<file path="config.mk">
export PLATFORM = sky130hd
export DESIGN_NAME = alu_control_unit
export DESIGN_NICKNAME = d
export VERILOG_FILES = /design/src/rtl/alu_control_unit.sv
export SDC_FILE = /design/constraint.sdc
export NUM_CORES = 1
export LEC_CHECK = 0
export ABC_AREA = 0
export BUFFER_PORTS_ARGS = -buffer_cell sky130_fd_sc_hd__buf_2
export CORE_MARGIN = 5
export CORE_UTILIZATION = 39
export DETAILED_ROUTE_END_ITERATION = 12
export HOLD_SLACK_MARGIN = 0.05
export MAX_ROUTING_LAYER = met4
export PLACE_DENSITY = 0.62
export SETUP_SLACK_MARGIN = 0.2
export SYNTH_ARGS = -nofsm -noshare
export SYNTH_HDL_FRONTEND = slang
export SYNTH_SLANG_ARGS = --single-unit
</file>
<file path="constraint.sdc">
create_clock -name clk -period 1.84 [get_ports clk]
set_input_delay 0.092 -clock clk [delete_from_list [all_inputs] [get_ports clk]]
set_output_delay 0.092 -clock clk [all_outputs]
set_load 0.01 [all_outputs]
</file>
<file path="src/rtl/alu_control_unit.sv">
`default_nettype none
// +--------------------------------------------------------------------+
// | alu_control_unit                                                   |
// | Decodes instructions, reads operands, drives a 32-bit ALU, waits   |
// | ALU_WAIT cycles, then writes the result and flags back.            |
// | Revision: 1.0                                                      |
// +--------------------------------------------------------------------+
module alu_control_unit #(
  parameter int NUM_REGS = 8,
  parameter int ALU_WAIT = 1
) (
  input  logic        clk,
  input  logic        rstN,
  input  logic [31:0] instr,
  input  logic        instrValid,
  output logic        instrReady,
  output logic [31:0] aluA,
  output logic [31:0] aluB,
  output logic [5:0]  aluOpCode,
  output logic        aluCOptional,
  input  logic [31:0] aluAns,
  input  logic        aluAnsOptional,
  input  logic        aluZ,
  input  logic        aluN,
  input  logic [2:0]  rdAddr,
  output logic [31:0] rdData,
  output logic        done,
  output logic        illegal,
  output logic        flagC,
  output logic        flagZ,
  output logic        flagN
);

  localparam logic [3:0] C_ALU_WAIT = 4'(ALU_WAIT);

  typedef enum logic [1:0] {
    ST_IDLE   = 2'd0,
    ST_DECODE = 2'd1,
    ST_EXEC   = 2'd2,
    ST_WB     = 2'd3
  } state_t;

  state_t      state_q, state_d;
  logic [31:0] instr_q, instr_d;
  logic [31:0] alu_a_q, alu_a_d;
  logic [31:0] alu_b_q, alu_b_d;
  logic [5:0]  alu_op_q, alu_op_d;
  logic        alu_cin_q, alu_cin_d;
  logic [3:0]  cnt_q, cnt_d;
  logic [31:0] res_q, res_d;
  logic        res_c_q, res_c_d;
  logic        res_z_q, res_z_d;
  logic        res_n_q, res_n_d;
  logic        flag_c_q, flag_c_d;
  logic        flag_z_q, flag_z_d;
  logic        flag_n_q, flag_n_d;
  logic [31:0] regs_q [NUM_REGS];
  logic [31:0] regs_d [NUM_REGS];

  logic [5:0]  w_op;
  logic [2:0]  w_rd;
  logic [2:0]  w_rs1;
  logic [2:0]  w_rs2;
  logic        w_with_carry;
  logic        w_use_imm;
  logic [31:0] w_imm;
  logic        w_is_alu;
  logic        w_is_arith;
  logic        w_is_illegal;

  assign w_op         = instr_q[31:26];
  assign w_rd         = instr_q[25:23];
  assign w_rs1        = instr_q[22:20];
  assign w_rs2        = instr_q[19:17];
  assign w_with_carry = instr_q[16];
  assign w_use_imm    = instr_q[15];
  assign w_imm        = {17'd0, instr_q[14:0]};
  assign w_is_alu     = (w_op[5:4] != 2'b00);
  assign w_is_arith   = (w_op[5:4] == 2'b01);
  assign w_is_illegal = (w_op[5:4] == 2'b00) && (w_op[3:0] != 4'd0);

  always_comb begin
    state_d   = state_q;
    instr_d   = instr_q;
    alu_a_d   = alu_a_q;
    alu_b_d   = alu_b_q;
    alu_op_d  = alu_op_q;
    alu_cin_d = alu_cin_q;
    cnt_d     = cnt_q;
    res_d     = res_q;
    res_c_d   = res_c_q;
    res_z_d   = res_z_q;
    res_n_d   = res_n_q;
    flag_c_d  = flag_c_q;
    flag_z_d  = flag_z_q;
    flag_n_d  = flag_n_q;
    regs_d    = regs_q;

    case (state_q)
      ST_IDLE: begin
        if (instrValid) begin
          instr_d = instr;
          state_d = ST_DECODE;
        end
      end
      ST_DECODE: begin
        if (w_is_alu) begin
          alu_a_d   = regs_q[w_rs1];
          alu_b_d   = w_use_imm ? w_imm : regs_q[w_rs2];
          alu_op_d  = w_op;
          alu_cin_d = w_with_carry & flag_c_q;
          cnt_d     = C_ALU_WAIT;
          state_d   = ST_EXEC;
        end else begin
          state_d = ST_WB;
        end
      end
      ST_EXEC: begin
        cnt_d = cnt_q - 4'd1;
        // Sample on the edge where the counter reaches zero.
        if (cnt_q <= 4'd1) begin
          res_d   = aluAns;
          res_c_d = aluAnsOptional;
          res_z_d = aluZ;
          res_n_d = aluN;
          state_d = ST_WB;
        end
      end
      ST_WB: begin
        if (w_is_alu) begin
          if (w_rd != 3'd0) begin
            regs_d[w_rd] = res_q;
          end
          flag_z_d = res_z_q;
          flag_n_d = res_n_q;
          if (w_is_arith) begin
            flag_c_d = res_c_q;
          end
        end
        state_d = ST_IDLE;
      end
      default: state_d = ST_IDLE;
    endcase
  end

  always_ff @(posedge clk or negedge rstN) begin
    if (!rstN) begin
      state_q   <= ST_IDLE;
      instr_q   <= '0;
      alu_a_q   <= '0;
      alu_b_q   <= '0;
      alu_op_q  <= '0;
      alu_cin_q <= 1'b0;
      cnt_q     <= '0;
      res_q     <= '0;
      res_c_q   <= 1'b0;
      res_z_q   <= 1'b0;
      res_n_q   <= 1'b0;
      flag_c_q  <= 1'b0;
      flag_z_q  <= 1'b0;
      flag_n_q  <= 1'b0;
      for (int i = 0; i < NUM_REGS; i++) begin
        regs_q[i] <= '0;
      end
    end else begin
      state_q   <= state_d;
      instr_q   <= instr_d;
      alu_a_q   <= alu_a_d;
      alu_b_q   <= alu_b_d;
      alu_op_q  <= alu_op_d;
      alu_cin_q <= alu_cin_d;
      cnt_q     <= cnt_d;
      res_q     <= res_d;
      res_c_q   <= res_c_d;
      res_z_q   <= res_z_d;
      res_n_q   <= res_n_d;
      flag_c_q  <= flag_c_d;
      flag_z_q  <= flag_z_d;
      flag_n_q  <= flag_n_d;
      regs_q    <= regs_d;
    end
  end

  assign instrReady   = (state_q == ST_IDLE);
  assign done         = (state_q == ST_WB);
  assign illegal      = (state_q == ST_WB) && w_is_illegal;
  assign aluA         = alu_a_q;
  assign aluB         = alu_b_q;
  assign aluOpCode    = alu_op_q;
  assign aluCOptional = alu_cin_q;
  assign rdData       = regs_q[rdAddr];
  assign flagC        = flag_c_q;
  assign flagZ        = flag_z_q;
  assign flagN        = flag_n_q;

endmodule
`default_nettype wire

</file>
==> run_results.csv, run 1 <==
group,metric,value,unit
synthesis,ys_types,39,
synthesis,synth-seq-cells,403,
cts,numCtsBuffers,45,
finish,nFillCells,3834,
cts,root_buffer,"clkbuf_16",
status,violations,"negative setup slack",
setup_path,critPathLaunchType,"flop",
route,wire_per_inst,28.5,µm
route,antenna_left,0,
cts,path_clk_slew,0.06,ns
sta,fin_ws,-0.263,ns
finish,layout-drive-gt1-share,0.584,
pwr,p_leak,15.0,nW
synthesis,syn_inst,1561,
global_route,grt_max_degree,71,
setup_path,rrSetupSlack,-0.08,ns
synthesis,synth_edf_count,0,
pwr,power.density,1930,mW/mm²
die,die_area,0.0582,mm²
route,num_vias,17356,
sta,fmax,476,MHz
synthesis,synth-seq-area-share,0.483,
finish,antenna_cells,0,
sta,period_minus_slack,2.10,ns
placed_design,dp_hpwl,39.5,mm
placed_design,gp_congestion,0.828,
global_route,grt.overflow.total,0,
setup_path,arrival,2.01,ns
finish,multi_input_area,0.0119,mm²
flow_run,max_cap_violations,0,
status,status,"finished with violations",
setup_path,r2r_cells,9,
setup_path,r2r-start,"state_q[0]",
global_route,grt_util_all_layers,0.260,
placed_design,dpl-instance-area,0.0232,mm²
synthesis,synthArstFlopShare,1.00,
die,core,0.0528,mm²
sta,finalHoldViolCount,0,
sta,rsz0062_at_grt,"true",
setup_path,worstPathRequired,1.75,ns
sta,worstMarginPinSlew,0.616,ns
finish,regArea,0.0101,mm²
route,first_iter_violations,1914,
synthesis,ys_warn_count,0,
sta,relSlewSlack,0.589,
route,via_per_inst,6.03,
global_route,grt_pass1_vias,17516,
synthesis,synth_top_flop_cell,"dfrtp_1",
die,start_util,0.396,
route,first_pass_iters,5,
die,ioPinCount,182,
placed_design,pre_cts_ws,-0.0209,ns
sta,min_period_over_period,1.14,
setup_path,cp_max_fo,2,
cts,cts-htree-levels,2,
cts,clk_path_buf_depth,3,
setup_path,r2r-end,"regs_q[139]",
setup_path,critPathKind,"reg2out",
finish,area_growth,52.0,%
cts,cts_tree,"done",
sta,setup_viol,90,
sta,slew_viol_final,0,
finish,layout.nets,2238,
worst_hold_path,hold_class,"in2async",
cts,cts_sinks,403,
synthesis,syn_area,0.0209,mm²
synthesis,synth_area_per_cell,13.4,µm²
placed_design,portBuffers,181,
global_route,antenna_found_initial,0,
die,die_h,241,µm
route,drc_errors,0,
finish,fin_area,0.0317,mm²
global_route,grt_first_pass_wirelength,112,mm
synthesis,synth_fp_nets,1641,
sta,finClkSkew,0.0426,ns
setup_path,crit_path_end_kind,"primary output",
pwr,peakVddDrop,1.19,mV
route,finalWirelength,82.0,mm
die,rows,84,
cts,worstSkewPairLatency,0.61,ns
die,die-width,241,µm
[power breakdown]
part,internal (W),switching [W],total (W)
sequential,0.0127,0.00378,0.0165
clock,0.00528,0.00384,0.00912
combinational,0.0198,0.0157,0.0355
[metal layers]
metal	vias up	track usage	share of wire	routed length, µm
met1	8986	0.341	0.40	32700
met2	980	0.404	0.47	38500
met5	-	-	0	0
met3	268	0.0533	0.087	7150
li1	7122	-	-	-
met4	0	0.0966	0.045	3710
[per-stage QoR]
stage	setup TNS [ns]	cells	power (W)	utilization	hold WS (ns)
final	-6.38	2878	0.0611	0.601	0.150
after global routing	-11.61	2878	0.0633	0.601	0.160
after CTS	-5.22	2784	0.0557	0.568	0.145
after detailed placement	-0.162	2362	0.0380	0.440	0.0220
after global placement	0	2362	0.0374	0.440	0.0211
after floorplan	0	1561	0.0300	-	-0.204
[cell usage in the layout (no fill, tap or decap), drive strengths merged]
cell	instances
buf	619
dfrtp	403
mux2	392
mux2i	193
clkbuf	83
nand2	75
dlygate4sd3	69
mux4	64
a22oi	64
nand3	46
o21ai	36
a221o	32
o22ai	32
a32o	17
nor2	14
clkinv	8
ha	7
inv	6
nand2b	5
nor2b	4
a22o	2
bufinv	2
o31ai	2
nor3	2
o211ai	2
nor4	1
nor4b	1
and2	1
o21a	1
nor3b	1
or3b	1
a21oi	1
a31o	1
or3	1
nand3b	1
bufbuf	1
[repair_timing]
action,in CTS,in global routing
endpoints found under the hold margin,472,0
gates resized for setup,390,164
hold buffers,70,0
setup buffers,235,78
pin swaps,27,64
cloned,38,16
endpoints found under the setup margin,354,398
[registers in the layout, summed over array words and instances, names as in the netlist]
name          cells
instr_q          32
state_q           2
res_z_q           1
aluA             32
res_n_q           1
flagN             1
res_q            32
flagC             1
aluCOptional      1
aluOpCode         6
flagZ             1
res_c_q           1
regs_q          256
aluB             32
cnt_q             4
[worst max-delay path, stage by stage, from the launching register on]
cell     delay [ns]
dfrtp_1        0.42
mux4_2         0.53
mux2_4         0.33
buf_6          0.13
[cells in the mapped netlist (all sizes together), types with 2 or more instances]
| cell | instances | area [µm²] |
|---|---|---|
| a221o | 32 | 320 |
| a22o | 2 | 17.5 |
| a22oi | 64 | 480 |
| a32o | 17 | 170 |
| buf | 75 | 463 |
| clkbuf | 79 | 298 |
| dfrtp | 403 | 10100 |
| ha | 7 | 87.6 |
| inv | 5 | 18.8 |
| mux2 | 392 | 4440 |
| mux2i | 193 | 1930 |
| mux4 | 64 | 1440 |
| nand2 | 75 | 282 |
| nand2b | 5 | 31.3 |
| nand3 | 46 | 230 |
| nor2 | 14 | 52.6 |
| nor2b | 4 | 25.0 |
| nor3 | 2 | 10.0 |
| o211ai | 2 | 20.0 |
| o21ai | 36 | 180 |
| o22ai | 32 | 200 |
| o31ai | 2 | 15.0 |
[cells by family (layout without fill, tap and decap cells)]
| logic type | Yosys count | after routing | share of synthesized area |
|---|---|---|---|
| compound gates | 190 | 190 | 0.0683 |
| fa+ha+maj | 7 | 7 | 0.00420 |
| buf+inv | 159 | 788 | 0.0373 |
| flops | 403 | 403 | 0.483 |
| mux | 649 | 649 | 0.374 |
| simple gates | 153 | 153 | 0.0327 |
[layout make-up]
type / instances / share of cell area
Multi-Input combinational cell: 999 / 0.375
Timing Repair Buffer: 704 / 0.233
Clock inverter: 11 / 0.00414
Inverter: 5 / 0.000749
Sequential cell: 403 / 0.318
Clock buffer: 68 / 0.0420
Tap cell: 688 / 0.0271
[worst max path at each step]
stage | start | to | cells past startpoint
2_1_floorplan | state_q[1] | regs_q[194] | 6
3_3_place_gp | state_q[1] | regs_q[118] | 5
3_5_place_dp | state_q[1] | regs_q[104] | 5
4_1_cts | regs_q[226] | rdData[2] | 3
5_1_grt | regs_q[159] | rdData[31] | 3
6_report | regs_q[159] | rdData[31] | 3
(Power assumes the default switching activity.)
==> run 2: changes to the inputs <==
Settings changed: CELL_PAD_IN_SITES_DETAIL_PLACEMENT from default to 0, CELL_PAD_IN_SITES_GLOBAL_PLACEMENT from default to 2, CORE_MARGIN 5 to default, CORE_UTILIZATION 39 to 38, PLACE_DENSITY 0.62 to 0.8.
==> run_results.csv, run 2 (synthesis gave the netlist of run 1 again) <==
group,metric,value,unit
finish,layout-drive-gt1-share,0.605,
placed_design,dp_hpwl,39.7,mm
route,first_iter_violations,1285,
sta,slew_viol_final,0,
cts,cts_sinks,403,
placed_design,gp_congestion,0.832,
sta,fmax,482,MHz
setup_path,worstPathRequired,2.31,ns
sta,period_minus_slack,2.07,ns
sta,setup_viol,317,
cts,path_clk_slew,0.07,ns
die,core,0.0540,mm²
global_route,grt_first_pass_wirelength,116,mm
cts,cts_tree,"done",
setup_path,arrival,2.54,ns
die,die_area,0.0559,mm²
placed_design,portBuffers,181,
sta,finalHoldViolCount,0,
cts,numCtsBuffers,46,
setup_path,crit_path_end_kind,"flop",
sta,worstMarginPinSlew,0.821,ns
sta,fin_ws,-0.233,ns
finish,layout.nets,2240,
route,num_vias,17000,
global_route,grt_busiest_layer,"met2",
setup_path,critPathKind,"reg2reg",
placed_design,dpl-instance-area,0.0234,mm²
sta,finClkSkew,0.0306,ns
status,status,"finished with violations",
route,wire_per_inst,28.0,µm
pwr,design_power_total,0.0616,W
global_route,grt_max_degree,83,
cts,cts-htree-levels,2,
die,ioPinCount,182,
finish,fin_cells,2894,
worst_hold_path,hold_class,"in2async",
finish,regMostFlops,"regs_q",
finish,area_growth,53.7,%
die,start_util,0.386,
global_route,grt_util_all_layers,0.287,
placed_design,pre_cts_ws,0.0161,ns
global_route,grt_pass1_vias,17501,
finish,final_common_cell,"dfrtp_1",
finish,final_cell_mix,"dfrtp_1 (399), mux2_4 (298), buf_4 (279)",
global_route,grtUsageMet1,0.369,
flow_run,max_cap_violations,0,
sta,min_period_over_period,1.13,
sta,rsz0062_at_grt,"true",
die,die-width,236,µm
pwr,power.density,1920,mW/mm²
status,violations,"negative setup slack",
cts,clk_path_buf_depth,3,
global_route,antenna_found_initial,1,
sta,finalSetupTns,-29.31,ns
pwr,p_leak,15.3,nW
setup_path,cp_max_fo,5,
global_route,grt.overflow.total,0,
cts,worstSkewPairLatency,0.62,ns
cts,root_buffer,"clkbuf_16",
finish,nFillCells,4045,
die,rows,85,
route,finalWirelength,81.2,mm
die,die_h,236,µm
global_route,grt_use_met3,0.0563,
route,via_per_inst,5.87,
finish,largest_reg_flops,256,
route,drc_errors,0,
setup_path,critPathLaunchType,"flop",
global_route,met2_usage,0.446,
placed_design,numPlacedInstances,2384,
route,antenna_left,0,
route,first_pass_iters,5,
pwr,peakVddDrop,1.28,mV
finish,fin_area,0.0321,mm²
sta,relSlewSlack,0.451,
## run 2: final cells by class
cell class	count	area, µm²	area share
clock inverters	13	214	0.00667
clock buffers	72	1420	0.0442
well taps	696	871	0.0271
repair buffers	704	7390	0.230
flip-flops and latches	403	10100	0.315
diodes	1	2.50	0.0000780
multi-input cells	1000	12100	0.376
inverters	5	27.5	0.000858
## run 2: power by group
part | switching [W] | internal (W) | total (W)
Combinational | 0.0152 | 0.0199 | 0.0351
Clock | 0.00400 | 0.00589 | 0.00988
Sequential | 0.00394 | 0.0127 | 0.0167
## run 2: path summary, 6_finish.rpt
path                                  start      endpoint  slack, ns  cells past startpoint
worst max-delay path             state_q[1]    regs_q[60]      -0.23                     10
worst min-delay path                   rstN       aluA[1]       0.11                      3
worst max register to register   state_q[1]    regs_q[60]      -0.23                     10
worst min register to register  regs_q[238]   regs_q[238]       0.42                      0
max in group asynchronous              rstN  aluOpCode[5]       0.50                      3
min in group clk                   instr[9]    instr_q[9]       0.25                      3
## run 2: metrics by stage
stage	util	hold WS, ns
after global placement	0.434	-0.0321
after CTS	0.564	0.120
final	0.594	0.112
after global routing	0.594	0.141
after floorplan	-	-0.204
after detailed placement	0.434	-0.0277
## run 2: layer usage
metal	wire, µm	vias to the layer above	share of wire
met5	0	-	0
met4	3370	0	0.041
met3	6170	209	0.076
met2	38100	811	0.47
met1	33500	8874	0.41
li1	-	7106	-
## run 2: what timing repair did
action                                  CTS  global route
endpoints found under the hold margin   472             0
cloned                                   42             8
resized for setup                       398           253
hold buffers                             70             0
endpoints found under the setup margin  383           405
pin swaps                                29            72
buffers inserted                        256            48
## run 2: critical path, cell delays in order (launching register included)
cell and delay (ns):
dfrtp_1 0.40, ha_4 0.15, o211ai_1 0.15, buf_4 0.20, buf_6 0.11, buf_6 0.10, nor2_4 0.15, buf_6 0.14
buf_6 0.10, buf_12 0.14, mux2_4 0.31
